--- src/rtl/adc_ad7476_pkg.sv ---
// adc_ad7476_pkg: shared frame geometry and sequencer state encoding for the AD7476A controller
package adc_ad7476_pkg;
  localparam int FRAME_BITS = 16;
  localparam int LEAD_BITS = 4;
  localparam int DATA_BITS = 12;
  localparam logic SCLK_IDLE = 1'b1;
  typedef enum logic [2:0] {ST_IDLE, ST_SETUP, ST_SHIFT, ST_HOLD, ST_QUIET} state_t;
endpackage

--- src/rtl/adc_ad7476_spi_shifter.sv ---
// adc_ad7476_spi_shifter: SCLK half-period divider, 16-bit MSB-first capture on SCLK rising edges, done pulse
module adc_ad7476_spi_shifter
  import adc_ad7476_pkg::*;
#(
  parameter int CLK_DIV = 4
) (
  input  logic                  clk_i,
  input  logic                  rst_i,
  input  logic                  start_i,
  input  logic                  sdata_i,
  output logic                  sclk_o,
  output logic [FRAME_BITS-1:0] rx_o,
  output logic                  done_o
);
  localparam int HW = $clog2(2 * FRAME_BITS);
  localparam logic [7:0] DIV_M1 = 8'(CLK_DIV - 1);
  localparam logic [HW-1:0] HALF_LAST = HW'(2 * FRAME_BITS - 1);
  logic [7:0] r_div;
  logic [HW-1:0] r_half;
  logic r_active;
  logic r_sclk;
  logic [FRAME_BITS-1:0] r_rx;
  logic w_tick;
  assign w_tick = r_active && r_div == DIV_M1;
  assign done_o = w_tick && r_half == HALF_LAST;
  assign sclk_o = r_sclk;
  assign rx_o = r_rx;
  // Even halves are SCLK low, odd halves high; the final half ends with SCLK parked at idle
  always_ff @(posedge clk_i) begin
    if (rst_i) begin
      r_active <= 1'b0;
      r_div <= '0;
      r_half <= '0;
      r_sclk <= SCLK_IDLE;
      r_rx <= '0;
    end else if (start_i) begin
      r_active <= 1'b1;
      r_div <= '0;
      r_half <= '0;
      r_sclk <= ~SCLK_IDLE;
    end else if (w_tick) begin
      r_div <= '0;
      r_half <= r_half + HW'(1);
      r_sclk <= ~r_sclk | done_o;
      r_active <= ~done_o;
      if (!r_sclk) r_rx <= {r_rx[FRAME_BITS-2:0], sdata_i};
    end else if (r_active) begin
      r_div <= r_div + 8'd1;
    end
  end
endmodule

--- src/rtl/adc_ad7476_seq_ctrl.sv ---
// adc_ad7476_seq_ctrl: conversion scheduler, CS_n framing FSM, result holding register and sticky status for one AD7476A
module adc_ad7476_seq_ctrl
  import adc_ad7476_pkg::*;
#(
  parameter int CLK_DIV = 4,
  parameter int QUIET_CYCLES = 2,
  parameter int PERIOD_W = 16
) (
  input  logic                 clk_i,
  input  logic                 rst_i,
  input  logic                 enable_i,
  input  logic                 single_i,
  input  logic [PERIOD_W-1:0]  period_i,
  output logic                 cs_n_o,
  output logic                 sclk_o,
  input  logic                 sdata_i,
  output logic [DATA_BITS-1:0] sample_o,
  output logic                 sample_valid_o,
  input  logic                 sample_ready_i,
  output logic                 lead_err_o,
  output logic                 overrun_o,
  input  logic                 clr_status_i,
  output logic                 busy_o
);
  localparam logic [7:0] DIV_M1 = 8'(CLK_DIV - 1);
  localparam logic [7:0] QUIET_M1 = 8'(QUIET_CYCLES - 1);
  state_t r_state;
  logic [7:0] r_cnt;
  logic [PERIOD_W-1:0] r_per;
  logic r_cs_n, r_busy, r_valid, r_lead, r_ovr;
  logic [DATA_BITS-1:0] r_sample;
  logic w_expired, w_req, w_quiet_end, w_go, w_shift_start, w_commit, w_done;
  logic [FRAME_BITS-1:0] w_rx;
  assign w_expired = r_per <= PERIOD_W'(1);
  assign w_req = enable_i ? w_expired : single_i;
  assign w_quiet_end = r_state == ST_QUIET && r_cnt == QUIET_M1;
  // Periodic mode may restart straight out of QUIET so back-to-back frames keep exactly QUIET_CYCLES of CS_n high
  assign w_go = (r_state == ST_IDLE && w_req) || (w_quiet_end && enable_i && w_expired);
  assign w_shift_start = r_state == ST_SETUP && r_cnt == DIV_M1;
  assign w_commit = r_state == ST_HOLD && r_cnt == DIV_M1;
  assign cs_n_o = r_cs_n;
  assign busy_o = r_busy;
  assign sample_o = r_sample;
  assign sample_valid_o = r_valid;
  assign lead_err_o = r_lead;
  assign overrun_o = r_ovr;
  adc_ad7476_spi_shifter #(.CLK_DIV(CLK_DIV)) u_shifter (
    .clk_i  (clk_i),
    .rst_i  (rst_i),
    .start_i(w_shift_start),
    .sdata_i(sdata_i),
    .sclk_o (sclk_o),
    .rx_o   (w_rx),
    .done_o (w_done)
  );
  // Frame sequencing, period countdown and registered CS_n/busy
  always_ff @(posedge clk_i) begin
    if (rst_i) begin
      r_state <= ST_IDLE;
      r_cnt <= '0;
      r_per <= '0;
      r_cs_n <= 1'b1;
      r_busy <= 1'b0;
    end else begin
      r_per <= w_go ? period_i : (r_per != '0 ? r_per - PERIOD_W'(1) : r_per);
      r_cnt <= (w_go || w_shift_start || w_commit || r_state == ST_IDLE || r_state == ST_SHIFT) ? '0 : r_cnt + 8'd1;
      if (w_go) begin
        r_state <= ST_SETUP;
        r_cs_n <= 1'b0;
        r_busy <= 1'b1;
      end else begin
        case (r_state)
          ST_SETUP: if (w_shift_start) r_state <= ST_SHIFT;
          ST_SHIFT: if (w_done) r_state <= ST_HOLD;
          ST_HOLD: if (w_commit) begin
            r_state <= ST_QUIET;
            r_cs_n <= 1'b1;
          end
          ST_QUIET: if (w_quiet_end) begin
            r_state <= ST_IDLE;
            r_busy <= 1'b0;
          end
          default: r_state <= ST_IDLE;
        endcase
      end
    end
  end
  // Result hand-off at frame end; sticky flags give priority to a new event over clear
  always_ff @(posedge clk_i) begin
    if (rst_i) begin
      r_sample <= '0;
      r_valid <= 1'b0;
      r_lead <= 1'b0;
      r_ovr <= 1'b0;
    end else begin
      if (w_commit && (!r_valid || sample_ready_i)) begin
        r_sample <= w_rx[DATA_BITS-1:0];
        r_valid <= 1'b1;
      end else if (r_valid && sample_ready_i) begin
        r_valid <= 1'b0;
      end
      r_ovr <= (w_commit && r_valid && !sample_ready_i) || (r_ovr && !clr_status_i);
      r_lead <= (w_commit && w_rx[FRAME_BITS-1 -: LEAD_BITS] != '0) || (r_lead && !clr_status_i);
    end
  end
endmodule

--- config.mk ---
export PLATFORM = sky130hd
export DESIGN_NAME = adc_ad7476_seq_ctrl
export DESIGN_NICKNAME = d
export VERILOG_FILES = /design/src/rtl/adc_ad7476_pkg.sv /design/src/rtl/adc_ad7476_spi_shifter.sv /design/src/rtl/adc_ad7476_seq_ctrl.sv
export SDC_FILE = /design/constraint.sdc
export NUM_CORES = 1
export LEC_CHECK = 0
export BUFFER_PORTS_ARGS = -buffer_cell sky130_fd_sc_hd__buf_2
export CAP_MARGIN = 10
export CORE_MARGIN = 10
export CORE_UTILIZATION = 40
export DETAILED_ROUTE_END_ITERATION = 16
export PLACE_DENSITY = 0.65
export SKIP_CTS_REPAIR_TIMING = 1
export SLEW_MARGIN = 10
export SYNTH_ARGS = -nofsm -noshare
export SYNTH_HDL_FRONTEND = slang
export SYNTH_SLANG_ARGS = --single-unit
--- constraint.sdc ---
create_clock -name clk_i -period 4.4 [get_ports clk_i]
set_input_delay 0.88 -clock clk_i [delete_from_list [all_inputs] [get_ports clk_i]]
set_output_delay 0.88 -clock clk_i [all_outputs]
set_load 0.01 [all_outputs]
Yosys cells after proc, flatten, opt, wreduce, memory -nomap -nowiden
Index checks and enable logic that the tools add are counted.
{"block": "classes", "n_addsub": 4, "order_cmp": 1, "n_eq_ne": 16, "mux": 21, "bitwise": 4, "reduce_logical": 45}
{"cell": "16-bit two-way mux", "count": 2}
{"cell": "8-bit by 1-bit adder with 8-bit output, second input constant", "count": 2}
{"cell": "8-bit by 2-bit equality test with 1-bit output, second input constant", "count": 2}
{"cell": "16-bit by 1-bit <= comparator with 1-bit output, second input constant", "count": 1}
{"cell": "16-bit nonzero test", "count": 1}
{"cell": "16-bit by 1-bit subtractor with 16-bit output, second input constant", "count": 1}
{"cell": "1-bit logical AND", "count": 15}
{"cell": "1-bit two-way mux", "count": 14}
{"cell": "2-bit nonzero test", "count": 7}
{"cell": "3-bit two-way mux", "count": 4}
{"cell": "3-bit case mux with 4 select lines", "count": 1}
{"cell": "3-bit inequality test, second input constant", "count": 3}
{"cell": "8-bit by 1-bit equality test with 1-bit output, second input constant", "count": 1}
{"cell": "1-bit logical OR", "count": 8}
{"cell": "4-bit AND reduction", "count": 2}
{"cell": "3-bit by 2-bit equality test with 1-bit output, second input constant", "count": 2}
{"cell": "2-bit inequality test, second input constant", "count": 3}
{"cell": "2-bit OR reduction", "count": 3}
{"cell": "5-bit by 1-bit adder with 5-bit output, second input constant", "count": 1}
{"cell": "5-bit equality test, second input constant", "count": 1}
{"cell": "2-bit AND reduction", "count": 2}
{"cell": "4-bit nonzero test", "count": 1}
{"cell": "3-bit by 1-bit equality test with 1-bit output, second input constant", "count": 1}
{"cell": "3-bit equality test, second input constant", "count": 1}
{"cell": "8 further kinds", "count": 12}
{"block": "totals", "regBits": 75, "input_bits": 23, "output_inout_bits": 18}

Logic depth before layout (Yosys ltp)
Gate-level depths: netlist of run 1.
{"block": "depth", "ltp_word": 10, "depth_mapped": 8}

Modules after synthesis
From an unflattened synthesis of run 1, not the netlist that was laid out.
{"block": "unflattened", "cells_unflattened": 387, "hier_area_um2": 3459.6}
{"mod": "adc_ad7476_seq_ctrl", "instances": 1, "cells_per_inst": 255, "area_per_inst_um2": 2134.5, "seq_area_each_um2": 880.8}
{"mod": "adc_ad7476_spi_shifter", "instances": 1, "cells_per_inst": 132, "area_per_inst_um2": 1325.0, "seq_area_each_um2": 620.6}

Worst setup path before layout of run 1
No wires, ideal clock.
{"block": "synth_timing", "path_type": "input to register", "startpoint": "input enable_i", "endpoint": "register r_per[1]", "arrival_ns": 1.974, "required_ns": 4.329, "path_slack_ns": 2.355, "path_stages": 6, "n_path_buf": 1, "path_cell_list": "o21a_1 > o21ai_0 > a211o_1 > clkbuf_1 > o211ai_1 > a21oi_1"}
{"block": "synth_via", "elab_chain_cells": 4}
{"item": "start, declared", "line_no": "adc_ad7476_seq_ctrl.sv:11", "text": "input logic enable_i,"}
{"item": "1-bit two-way mux / 1-bit logical AND (equally long branches)", "line_no": "adc_ad7476_seq_ctrl.sv:35, adc_ad7476_seq_ctrl.sv:38"}
{"item": "1-bit logical AND", "line_no": "adc_ad7476_seq_ctrl.sv:38", "text": "assign w_go = (r_state == ST_IDLE && w_req) || (w_quiet_end && enable_i && w_expired);"}
{"item": "1-bit logical OR *", "line_no": "adc_ad7476_seq_ctrl.sv:38"}
{"item": "16-bit two-way mux / 2-bit nonzero test (equally long branches)"}
{"item": "end signal, assigned", "line_no": "adc_ad7476_seq_ctrl.sv:65", "text": "r_per <= w_go ? period_i : (r_per != '0 ? r_per - PERIOD_W'(1) : r_per);"}
{"item": "end, declared", "line_no": "adc_ad7476_seq_ctrl.sv:29", "text": "logic [PERIOD_W-1:0] r_per;"}
Every way passes the cells marked *; elsewhere a longest branch is shown, timed or not.
A chain may end at the register's enable or synchronous reset.

Worst setup path in the final report of run 1
{"block": "layout_timing", "startpoint": "register r_per[12]", "endpoint": "register r_cnt[3]"}
{"block": "layout_via", "elab_chain_cells": 9}
{"item": "16-bit by 1-bit <= comparator with 1-bit output *", "line_no": "adc_ad7476_seq_ctrl.sv:34", "text": "assign w_expired = r_per <= PERIOD_W'(1);"}
{"item": "1-bit two-way mux", "line_no": "adc_ad7476_seq_ctrl.sv:35", "text": "assign w_req = enable_i ? w_expired : single_i;"}
{"item": "1-bit logical AND", "line_no": "adc_ad7476_seq_ctrl.sv:38"}
{"item": "1-bit logical OR *", "line_no": "adc_ad7476_seq_ctrl.sv:38"}
{"item": "1-bit logical OR * (4 in a row)", "line_no": "adc_ad7476_seq_ctrl.sv:66", "text": "r_cnt <= (w_go || w_shift_start || w_commit || r_state == ST_IDLE || r_state == ST_SHIFT) ? '0 : r_cnt + 8'd1;"}
{"item": "2-bit OR reduction (no source line) *"}
{"item": "end signal, assigned", "line_no": "adc_ad7476_seq_ctrl.sv:66"}
{"item": "end, declared", "line_no": "adc_ad7476_seq_ctrl.sv:28", "text": "logic [7:0] r_cnt;"}
Marks and branches as above.

==> impl_metrics.csv, run 1 <==
group,metric,value,unit
finish,fillerInstances,820,
sta,hold_viol_final,0,
sta,rsz0062_at_grt,"no",
yosys,synthTopCellsByArea,"dfxtp_1 (44%), mux2i_1 (9.4%), nor2_1 (7.3%)",
yosys,synth_nets,391,
drt,drt_first_pass_iters,4,
yosys,syn_inst,360,
global_routing,grt_pass1_wl,12200,um
yosys,synth_fa_ha_area_share,2.93,%
finish,antenna_cells,0,
placed_design,port_buffers,40,
outcome,outcome,"finished clean",
yosys,synth_seq_area_share,44.0,%
yosys,synth_edf_count,0,
finish,fin_nets,427,
yosys,yosysTopAreaCell,"dfxtp_1",
clock_network,cts_tree,"yes",
drt,vias,2580,
drt,vias_per_cell,5.10,
sta,min_period_over_period,57.5,%
sta,layout_setup_ws,1.87,ns
yosys,ys_warn_count,0,
clock_network,clk_pin_slew_worst_paths,0.09,ns
global_routing,overflow,0,
setup_path,critPathTopFamily,"compound AO/OA/AOI/OAI gates",
finish,drive_gt1_share,18.2,%
hold_path,hold_class,"reg2reg",
setup_path,critPathMaxStageDelay,0.77,ns
power_and_ir_drop,p_leak,1.61,nW
die,die_h,112,um
clock_network,htree_levels,3,
yosys,yosysMostFrequentCell,"dfxtp_1",
setup_path,arrival,2.75,ns
sta,whs,0.480,ns
sta,fin_tns_setup,0,ns
die,rows,33,
die,dieWidth,112,um
power_and_ir_drop,switching_share,36.0,%
clock_network,clk_latency,0.34,ns
sta,period_needed,2.53,ns
yosys,synthMuxAreaShare,9.38,%
drt,drc_errors,0,
sta,timing.slew.headroom,31.8,%
sta,slew_violations,0,
power_and_ir_drop,clkPwrFrac,27.2,%
power_and_ir_drop,power_density,535,mW/mm^2
sta,worstMarginPinSlew,1.02,ns
die,initial_utilization,41.3,%
power_and_ir_drop,power.internal,1.33,mW
drt,drtIter0Drc,105,
sta,max_freq,395,MHz
setup_path,crit_path_max_fanout,14,
yosys,syn_avg_cell_area,9.48,um^2
finish,seq_area,0.00150,mm^2
power_and_ir_drop,switchingPower,0.745,mW
placed_design,hpwl,5060,um
setup_path,path_cells,"nor3_1, a41oi_1, a211oi_2, a211o_1, nor2_1",
drt,wl_per_cell,14.1,um
die,ios,41,
finish,synthToLayoutAreaGrowth,13.4,%
global_routing,grt.total_usage,11.3,%
yosys,synth_top_family_by_area,"simple AND/OR/NAND/NOR gates",
yosys,syn_area,0.00341,mm^2
yosys,synth-compound-area-share,8.54,%
placed_design,place_ws,1.82,ns
job,cap_violations,0,
clock_network,clockRootBuffer,"clkbuf_8",
global_routing,grt_antenna_before_repair,0,
sta,finalSetupViolCount,0,
yosys,synth_top_flop_cell,"dfxtp_1",
yosys,synth-simple-area-share,24.7,%
global_routing,grt_pass1_vias,2572,
finish,multiInputGateArea,0.00179,mm^2
setup_path,required,4.62,ns
power_and_ir_drop,ir_drop,0.186,mV
drt,wirelength,7130,um
yosys,synth_cell_types,52,
setup_path,slowest_stage,"a211oi_2",
die,core,0.00826,mm^2
yosys,synth-xor-area-share,6.93,%
power_and_ir_drop,seqPwrFrac,41.4,%
drt,final_antenna_net_count,0,
clock_network,clock_path_buffers,2,
sta,clock_skew,0.0130,ns
setup_path,cp-end-kind,"flip-flop",
yosys,synth-seq-cells,75,
setup_path,critPathLaunchType,"flip-flop",
yosys,synthArstFlopShare,0,%
global_routing,grt_max_degree,37,
yosys,synth.top_cells.by_count,"dfxtp_1 (75), nor2_1 (66), mux2i_1 (32), nand2_1 (24)",
clock_network,numCtsBuffers,9,
placed_design,gp_congestion,0.754,
die,die_area,0.0126,mm^2
setup_path,cp.buffers_inverters,0,
clock_network,cts.sinks,75,
yosys,synth_top_cell_area_share,44.0,%
setup_path,worst-setup-path-type,"reg2reg",
power_and_ir_drop,power_frac_comb,31.4,%
## state kept, by name (all words and copies together) (netlist names)
| name | count |
|---|---|
| busy_o | 1 |
| sample_valid_o | 1 |
| r_state | 3 |
| lead_err_o | 1 |
| r_cnt | 8 |
| cs_n_o | 1 |
| u_shifter.r_div | 8 |
| u_shifter.sclk_o | 1 |
| u_shifter.r_half | 5 |
| overrun_o | 1 |
| sample_o | 12 |
| u_shifter.r_active | 1 |
| u_shifter.rx_o | 16 |
| r_per | 16 |
## cell families (layout without fill, tap and decap cells)
group,after synthesis,after routing
AOI/OAI and AO/OA,42,42
and+or+nand+nor,153,153
buffers and inverters,23,64
muxes,32,32
adders and majority gates,8,8
DFF,75,75
xor gates and xnor gates,27,27
## cells in the final DEF, fill, tap and decap left out, types with 2 or more instances in the layout
cell type and instances:
nor4_4 4, a211o_1 2, or4_1 2, buf_2 40, xnor2_1 11, nand4_1 5
and3_1 3, o31ai_1 2, nand2_1 24, clkbuf_8 9, xor2_1 16, nor2_1 66
mux2i_1 32, a211oi_2 2, a21oi_1 18, inv_1 7, nand2b_1 3, and4_1 2
o21ai_0 5, or4_4 2, nor3_1 5, nor3b_1 2, inv_6 3, nor2b_1 3
ha_1 8, dfxtp_1 75, nand3_1 18, nand3b_1 2, a211oi_1 4, inv_8 2
## per-stage QoR
| stage | util (%) | cell area (um^2) | instances | power [mW] |
|---|---|---|---|---|
| 3_3_place_gp | 44.3 | 3660 | 490 | 1.50 |
| 2_1_floorplan | - | 3410 | 360 | 1.39 |
| 5_1_grt | 46.9 | 3870 | 506 | 2.21 |
| 6_report | 46.9 | 3870 | 506 | 2.07 |
| 4_1_cts | 46.9 | 3870 | 506 | 2.09 |
| 3_5_place_dp | 44.3 | 3660 | 490 | 1.52 |
## path summary, 6_finish.rpt
check | slack, ns | depth (start not counted) | endpoint | startpoint
worst max-delay path | 1.87 | 5 | r_cnt[3]$_SDFF_PP0_ | r_per[12]$_SDFFE_PP0P_
worst min-delay path | 0.48 | 2 | lead_err_o$_SDFF_PP0_ | lead_err_o$_SDFF_PP0_
worst max register to register | 1.87 | 5 | r_cnt[3]$_SDFF_PP0_ | r_per[12]$_SDFFE_PP0P_
worst min register to register | 0.48 | 2 | lead_err_o$_SDFF_PP0_ | lead_err_o$_SDFF_PP0_
## layout make-up
type,instances,area share [%]
Tap cell,105,3.39
Inverter,7,0.679
Sequential cell,75,38.8
Clock buffer,9,3.20
Multi-Input combinational cell,262,46.3
Clock inverter,7,2.26
Timing Repair Buffer,41,5.37
## power by group through the flow
| stage | clock (mW) | sequential, mW | combinational (mW) |
|---|---|---|---|
| 6_report | 0.564 | 0.857 | 0.650 |
| 5_1_grt | 0.609 | 0.873 | 0.731 |
| 4_1_cts | 0.585 | 0.857 | 0.652 |
| 3_5_place_dp | 0 | 0.872 | 0.645 |
| 3_3_place_gp | 0 | 0.867 | 0.636 |
| 2_1_floorplan | 0 | 0.854 | 0.535 |
## layer usage
layer	wire [um]	GRT usage, %
met5	0	0
met4	65	4.23
met3	188	2.66
met2	3450	18.9
met1	3430	13.8
## worst min-delay path: stages (launching register included)
cell and delay (ns):
dfxtp_1 0.32, nand2b_1 0.06, a21oi_1 0.06
No activity file was read; power rests on OpenSTA's default activity.
==> inputs of run 2 (changes only) <==
==> constraint.sdc (replaced) <==
create_clock -name clk_i -period 2.5 [get_ports clk_i]
set_input_delay 0.5 -clock clk_i [delete_from_list [all_inputs] [get_ports clk_i]]
set_output_delay 0.5 -clock clk_i [all_outputs]
set_load 0.01 [all_outputs]
==> impl_metrics.csv, run 2 (synthesis results as in run 1) <==
group,metric,value,unit
outcome,outcome,"finished clean",
clock_network,clockRootBuffer,"clkbuf_8",
sta,min_period_over_period,86.0,%
setup_path,worst-setup-path-type,"reg2reg",
sta,max_freq,465,MHz
hold_path,whs_path_depth,3,
clock_network,clk_pin_slew_worst_paths,0.09,ns
power_and_ir_drop,p_leak,1.65,nW
drt,vias,2640,
sta,finalSetupViolCount,0,
setup_path,slowest_stage,"nor4b_1",
placed_design,gp_congestion,0.767,
die,core,0.00826,mm^2
hold_path,hold_class,"in2reg",
clock_network,numCtsBuffers,9,
hold_path,hold_end,"u_shifter.rx_o[0]$_SDFFE_PP0P_",
sta,slew_violations,0,
global_routing,overflow,0,
finish,synthToLayoutAreaGrowth,15.2,%
clock_network,clk_latency,0.36,ns
drt,final_antenna_net_count,0,
placed_design,port_buffers,40,
setup_path,r2r_slack,0.35,ns
finish,drive_gt1_share,19.8,%
setup_path,critPathLaunchType,"flip-flop",
setup_path,r2r_end,"r_per[11]$_SDFFE_PP0P_",
drt,vias_per_cell,5.14,
sta,clock_skew,0.0101,ns
sta,worstMarginPinSlew,0.598,ns
setup_path,cp-end-kind,"flip-flop",
die,ios,41,
finish,antenna_cells,0,
sta,hold_viol_final,0,
finish,fillerInstances,790,
clock_network,cts.sinks,75,
sta,timing.slew.headroom,59.5,%
drt,drt_first_pass_iters,4,
finish,most-common-layout-cells,"dfxtp_1 (75), nor2_1 (66), buf_2 (40), mux2i_1 (32), nand2_1 (24)",
setup_path,r2r-start,"r_per[0]$_SDFFE_PP0P_",
placed_design,hpwl,4990,um
setup_path,reg2reg_depth,7,
sta,period_needed,2.15,ns
die,die_h,112,um
global_routing,grt_max_degree,40,
finish,layout_commonest_cell,"dfxtp_1",
die,rows,33,
power_and_ir_drop,power_density,947,mW/mm^2
global_routing,grt_pass1_vias,2565,
setup_path,path_cells,"inv_1, ha_1, nor4b_1, and4_1, nor4b_2, xnor2_1, a211oi_2",
drt,wirelength,6950,um
drt,wl_per_cell,13.5,um
sta,rsz0062_at_grt,"no",
finish,utilization,47.6,%
global_routing,grt_antenna_before_repair,0,
global_routing,grt.total_usage,11.2,%
job,cap_violations,0,
drt,drtIter0Drc,181,
setup_path,arrival,2.43,ns
sta,fin_tns_setup,0,ns
global_routing,grt_pass1_wl,12000,um
clock_network,clock_path_buffers,2,
die,dieWidth,112,um
power_and_ir_drop,ir_drop,0.346,mV
clock_network,htree_levels,3,
die,die_area,0.0126,mm^2
die,initial_utilization,41.3,%
drt,drc_errors,0,
setup_path,required,2.78,ns
setup_path,crit_path_max_fanout,5,
finish,fin_nets,435,
clock_network,cts_tree,"yes",
setup_path,critPathMaxStageDelay,0.51,ns
hold_path,hold_start,"sdata_i",
run 2: where the power goes:
part	internal [mW]	switching, mW	total [mW]
clock network	0.491	0.518	1.01
registers	1.33	0.183	1.52
logic	0.563	0.637	1.20
run 2: final cells by class:
class                      instances  area [um^2]  area share, %
timing repair buffer              49          268           6.81
clock inverter                     7         90.1           2.29
sequential                        75         1500           38.2
inverter                           7         26.3          0.668
multi-input combinational        262         1790           45.6
clock buffer                       9          124           3.15
tap                              105          131           3.34
run 2: how the worst max path moves through the flow:
stage                          start                     end  slack, ns  cells after the start
3_3_place_gp   r_per[0]$_SDFFE_PP0P_  r_per[11]$_SDFFE_PP0P_       0.51                      7
2_1_floorplan  r_per[0]$_SDFFE_PP0P_  r_per[11]$_SDFFE_PP0P_       0.56                      8
5_1_grt        r_per[0]$_SDFFE_PP0P_   r_per[1]$_SDFFE_PP0P_       0.18                      7
3_5_place_dp   r_per[0]$_SDFFE_PP0P_  r_per[11]$_SDFFE_PP0P_       0.39                      7
4_1_cts        r_per[0]$_SDFFE_PP0P_   r_per[1]$_SDFFE_PP0P_       0.35                      7
6_report       r_per[0]$_SDFFE_PP0P_  r_per[11]$_SDFFE_PP0P_       0.35                      7
run 2: worst max-delay path: cells and delay by family (launching register included):
kind	cells	cell delay (ns)
buffers and inverters	1	0.09
adders and majority gates	1	0.17
xor gates and xnor gates	1	0.14
DFF	1	0.36
AOI/OAI and AO/OA	1	0.20
and+or+nand+nor	3	1.10
run 2: per-stage QoR:
step	power [mW]	cell area, um^2	worst slack (ns)	instances	hold WS [ns]
after floorplan	2.45	3410	0.559	360	0.453
after global placement	2.71	3720	0.511	498	0.462
after detailed placement	2.73	3720	0.395	498	0.474
after CTS	3.75	3930	0.346	514	0.367
after global routing	3.98	3930	0.179	514	0.371
final	3.73	3930	0.350	514	0.375
run 2: per-layer routing:
layer	routed length (um)	part of all wire, %	global-route usage (%)	vias up
met1	3310	48	14.3	1241
met4	100	1.4	4.40	0
met5	0	0	0	-
li1	-	-	-	1341
met2	3290	47	17.4	49
met3	251	3.6	3.14	9
==> inputs of run 3 (changes only) <==
--- a/config.mk
+++ b/config.mk
@@ -5,6 +5,7 @@
 export SDC_FILE = /design/constraint.sdc
 export NUM_CORES = 1
 export LEC_CHECK = 0
+export ABC_AREA = 1
 export BUFFER_PORTS_ARGS = -buffer_cell sky130_fd_sc_hd__buf_2
 export CAP_MARGIN = 10
 export CORE_MARGIN = 10
@@ -12,7 +13,6 @@
 export DETAILED_ROUTE_END_ITERATION = 16
 export PLACE_DENSITY = 0.65
 export SKIP_CTS_REPAIR_TIMING = 1
-export SLEW_MARGIN = 10
 export SYNTH_ARGS = -nofsm -noshare
 export SYNTH_HDL_FRONTEND = slang
 export SYNTH_SLANG_ARGS = --single-unit
==> constraint.sdc (replaced) <==
create_clock -name clk_i -period 2.5 [get_ports clk_i]
set_input_delay 0.5 -clock clk_i [delete_from_list [all_inputs] [get_ports clk_i]]
set_output_delay 0.5 -clock clk_i [all_outputs]
set_load 0.1 [all_outputs]
==> impl_metrics.csv, run 3 <==
group,metric,value,unit
job,cap_violations,0,
drt,drtIter0Drc,116,
drt,wirelength,7420,um
clock_network,cts_tree,"yes",
power_and_ir_drop,ir_drop,0.650,mV
hold_path,hold_end,"r_per[3]$_SDFFE_PP0P_",
clock_network,clk_pin_slew_worst_paths,0.08,ns
clock_network,clock_path_buffers,2,
setup_path,worst-setup-path-type,"reg2reg",
global_routing,grt_antenna_before_repair,0,
finish,fin_cells,624,
die,die_h,115,um
drt,drt_first_pass_iters,4,
sta,worstMarginPinSlew,0.569,ns
global_routing,grt.total_usage,11.7,%
setup_path,required,2.73,ns
finish,fin_nets,542,
yosys,synth_nets,505,
yosys,synth_edf_count,0,
yosys,synth_cell_types,35,
drt,vias,3037,
clock_network,clk_latency,0.36,ns
sta,max_freq,520,MHz
setup_path,r2r-start,"r_per[0]$_SDFFE_PP0P_",
yosys,synthArstFlopShare,0,%
drt,final_antenna_net_count,0,
die,ios,41,
placed_design,hpwl,5450,um
global_routing,grt_pass1_wl,12900,um
sta,rsz0062_at_grt,"no",
outcome,outcome,"finished clean",
clock_network,htree_levels,3,
sta,slew_violations,0,
setup_path,critPathLaunchType,"flip-flop",
global_routing,overflow,0,
setup_path,arrival,2.15,ns
yosys,yosysMostFrequentCell,"nand2_1",
yosys,syn_avg_cell_area,7.56,um^2
die,rows,34,
yosys,yosysTopAreaCell,"dfxtp_1",
setup_path,crit_path_max_fanout,22,
yosys,synth.top_cells.by_count,"nand2_1 (90), dfxtp_1 (75), nor2_1 (58), nand3_1 (47), a21oi_1 (42)",
sta,period_needed,1.92,ns
die,core,0.00872,mm^2
setup_path,r2r_end,"r_per[12]$_SDFFE_PP0P_",
sta,finalSetupViolCount,0,
yosys,synth-seq-cells,75,
hold_path,hold_start,"period_i[3]",
setup_path,reg2reg_depth,10,
sta,min_period_over_period,76.9,%
drt,wl_per_cell,11.9,um
drt,drc_errors,0,
global_routing,grt_max_degree,38,
finish,drive_gt1_share,17.8,%
yosys,synth_seq_area_share,41.9,%
placed_design,dp.cells,608,
yosys,ys_warn_count,0,
sta,fin_tns_setup,0,ns
sta,hold_viol_final,0,
die,initial_utilization,41.1,%
yosys,synth_top_cell_area_share,41.9,%
sta,timing.slew.headroom,62.0,%
die,dieWidth,115,um
setup_path,r2r_slack,0.58,ns
yosys,synthTopCellsByArea,"dfxtp_1 (42%), nand2_1 (9.4%), nand3_1 (6.6%)",
clock_network,numCtsBuffers,9,
placed_design,place_ws,0.583,ns
setup_path,cp-end-kind,"flip-flop",
finish,most-common-layout-cells,"nand2_1 (90), dfxtp_1 (75), nor2_1 (58), nand3_1 (47), a21oi_1 (42)",
yosys,synth_top_flop_cell,"dfxtp_1",
clock_network,clockRootBuffer,"clkbuf_8",
global_routing,grt_pass1_vias,2937,
power_and_ir_drop,power_density,956,mW/mm^2
finish,antenna_cells,0,
yosys,syn_inst,474,
hold_path,hold_class,"in2reg",
hold_path,whs_path_depth,3,
placed_design,port_buffers,40,
setup_path,startpoint,"r_per[0]$_SDFFE_PP0P_",
finish,layout_commonest_cell,"nand2_1",
sta,layout_setup_ws,0.577,ns
clock_network,cts.sinks,75,
die,die_area,0.0131,mm^2
yosys,syn_area,0.00358,mm^2
power_and_ir_drop,p_leak,1.62,nW
placed_design,gp_congestion,0.865,
drt,vias_per_cell,4.87,
sta,clock_skew,0.0111,ns
finish,synthToLayoutAreaGrowth,11.9,%
## run 3: cell types whose count changed in the layout (fill, tap and decap cells not counted), sizes merged, moves of 4 or more
| cell | previous run | this run |
|---|---|---|
| a21oi | 18 | 51 |
| o21ai | 5 | 21 |
| nor4 | 6 | 1 |
| a211oi | 6 | 0 |
| buf | 49 | 42 |
| or4 | 4 | 0 |
| inv | 12 | 46 |
| nand2 | 24 | 95 |
| mux2i | 32 | 0 |
| nand3 | 18 | 51 |
| nand3b | 2 | 6 |
| xor2 | 16 | 12 |
| xnor2 | 11 | 6 |
## run 3: worst max-delay path by stage
stage	end	slack (ns)
floorplan	sample_o[0]$_SDFFE_PP0P_	0.78
global placement	r_per[12]$_SDFFE_PP0P_	0.59
detailed placement	r_per[12]$_SDFFE_PP0P_	0.58
CTS	r_per[1]$_SDFFE_PP0P_	0.57
global route	r_per[0]$_SDFFE_PP0P_	0.37
finish	r_per[12]$_SDFFE_PP0P_	0.58
## run 3: cell type report
type / instances / area, um^2
fillers: 885 / 4710
clock buffers: 9 / 124
repair buffers: 42 / 215
clock inverters: 7 / 61.3
multi-input cells: 340 / 1810
well taps: 108 / 135
inverters: 43 / 161
flip-flops and latches: 75 / 1500
## run 3: worst max-delay path: stages (launching register included)
cell,delay (ns)
dfxtp_1,0.39
inv_1,0.12
ha_1,0.27
o21ai_0,0.16
nor2_1,0.05
nand2_1,0.08
nand2_2,0.11
nand2_4,0.25
inv_2,0.18
nand2_1,0.13
a21oi_2,0.06
## run 3: through the flow
| stage | total power [mW] | utilization (%) | area [um^2] | hold slack [ns] |
|---|---|---|---|---|
| after global placement | 2.97 | 43.8 | 3820 | 0.429 |
| after detailed placement | 2.99 | 43.8 | 3820 | 0.435 |
| after floorplan | 2.74 | - | 3580 | 0.439 |
| after CTS | 3.86 | 46.0 | 4010 | 0.375 |
| after global routing | 4.16 | 46.0 | 4010 | 0.381 |
| final | 3.83 | 46.0 | 4010 | 0.387 |
## run 3: per-layer routing
layer	part of all wire (%)	vias to the layer above	track usage, %
li1	-	1621	-
met1	47	1359	13.8
met2	46	49	18.6
met3	5.8	8	4.87
met4	1.0	0	4.01
met5	0	-	0
## run 3: cells by family after synthesis
| group | Yosys count | share of synthesized area, % |
|---|---|---|
| xor+xnor | 18 | 4.40 |
| compound gates | 77 | 11.9 |
| simple gates | 237 | 31.4 |
| fa+ha+maj | 8 | 2.79 |
| flops | 75 | 41.9 |
| buf+inv | 59 | 7.58 |
## run 3: power by group
part | total, mW | internal (mW) | switching [mW] | leakage (nW)
registers | 1.49 | 1.34 | 0.143 | 0.608
clock network | 0.869 | 0.377 | 0.492 | 0.0884
logic | 1.48 | 0.523 | 0.953 | 0.919
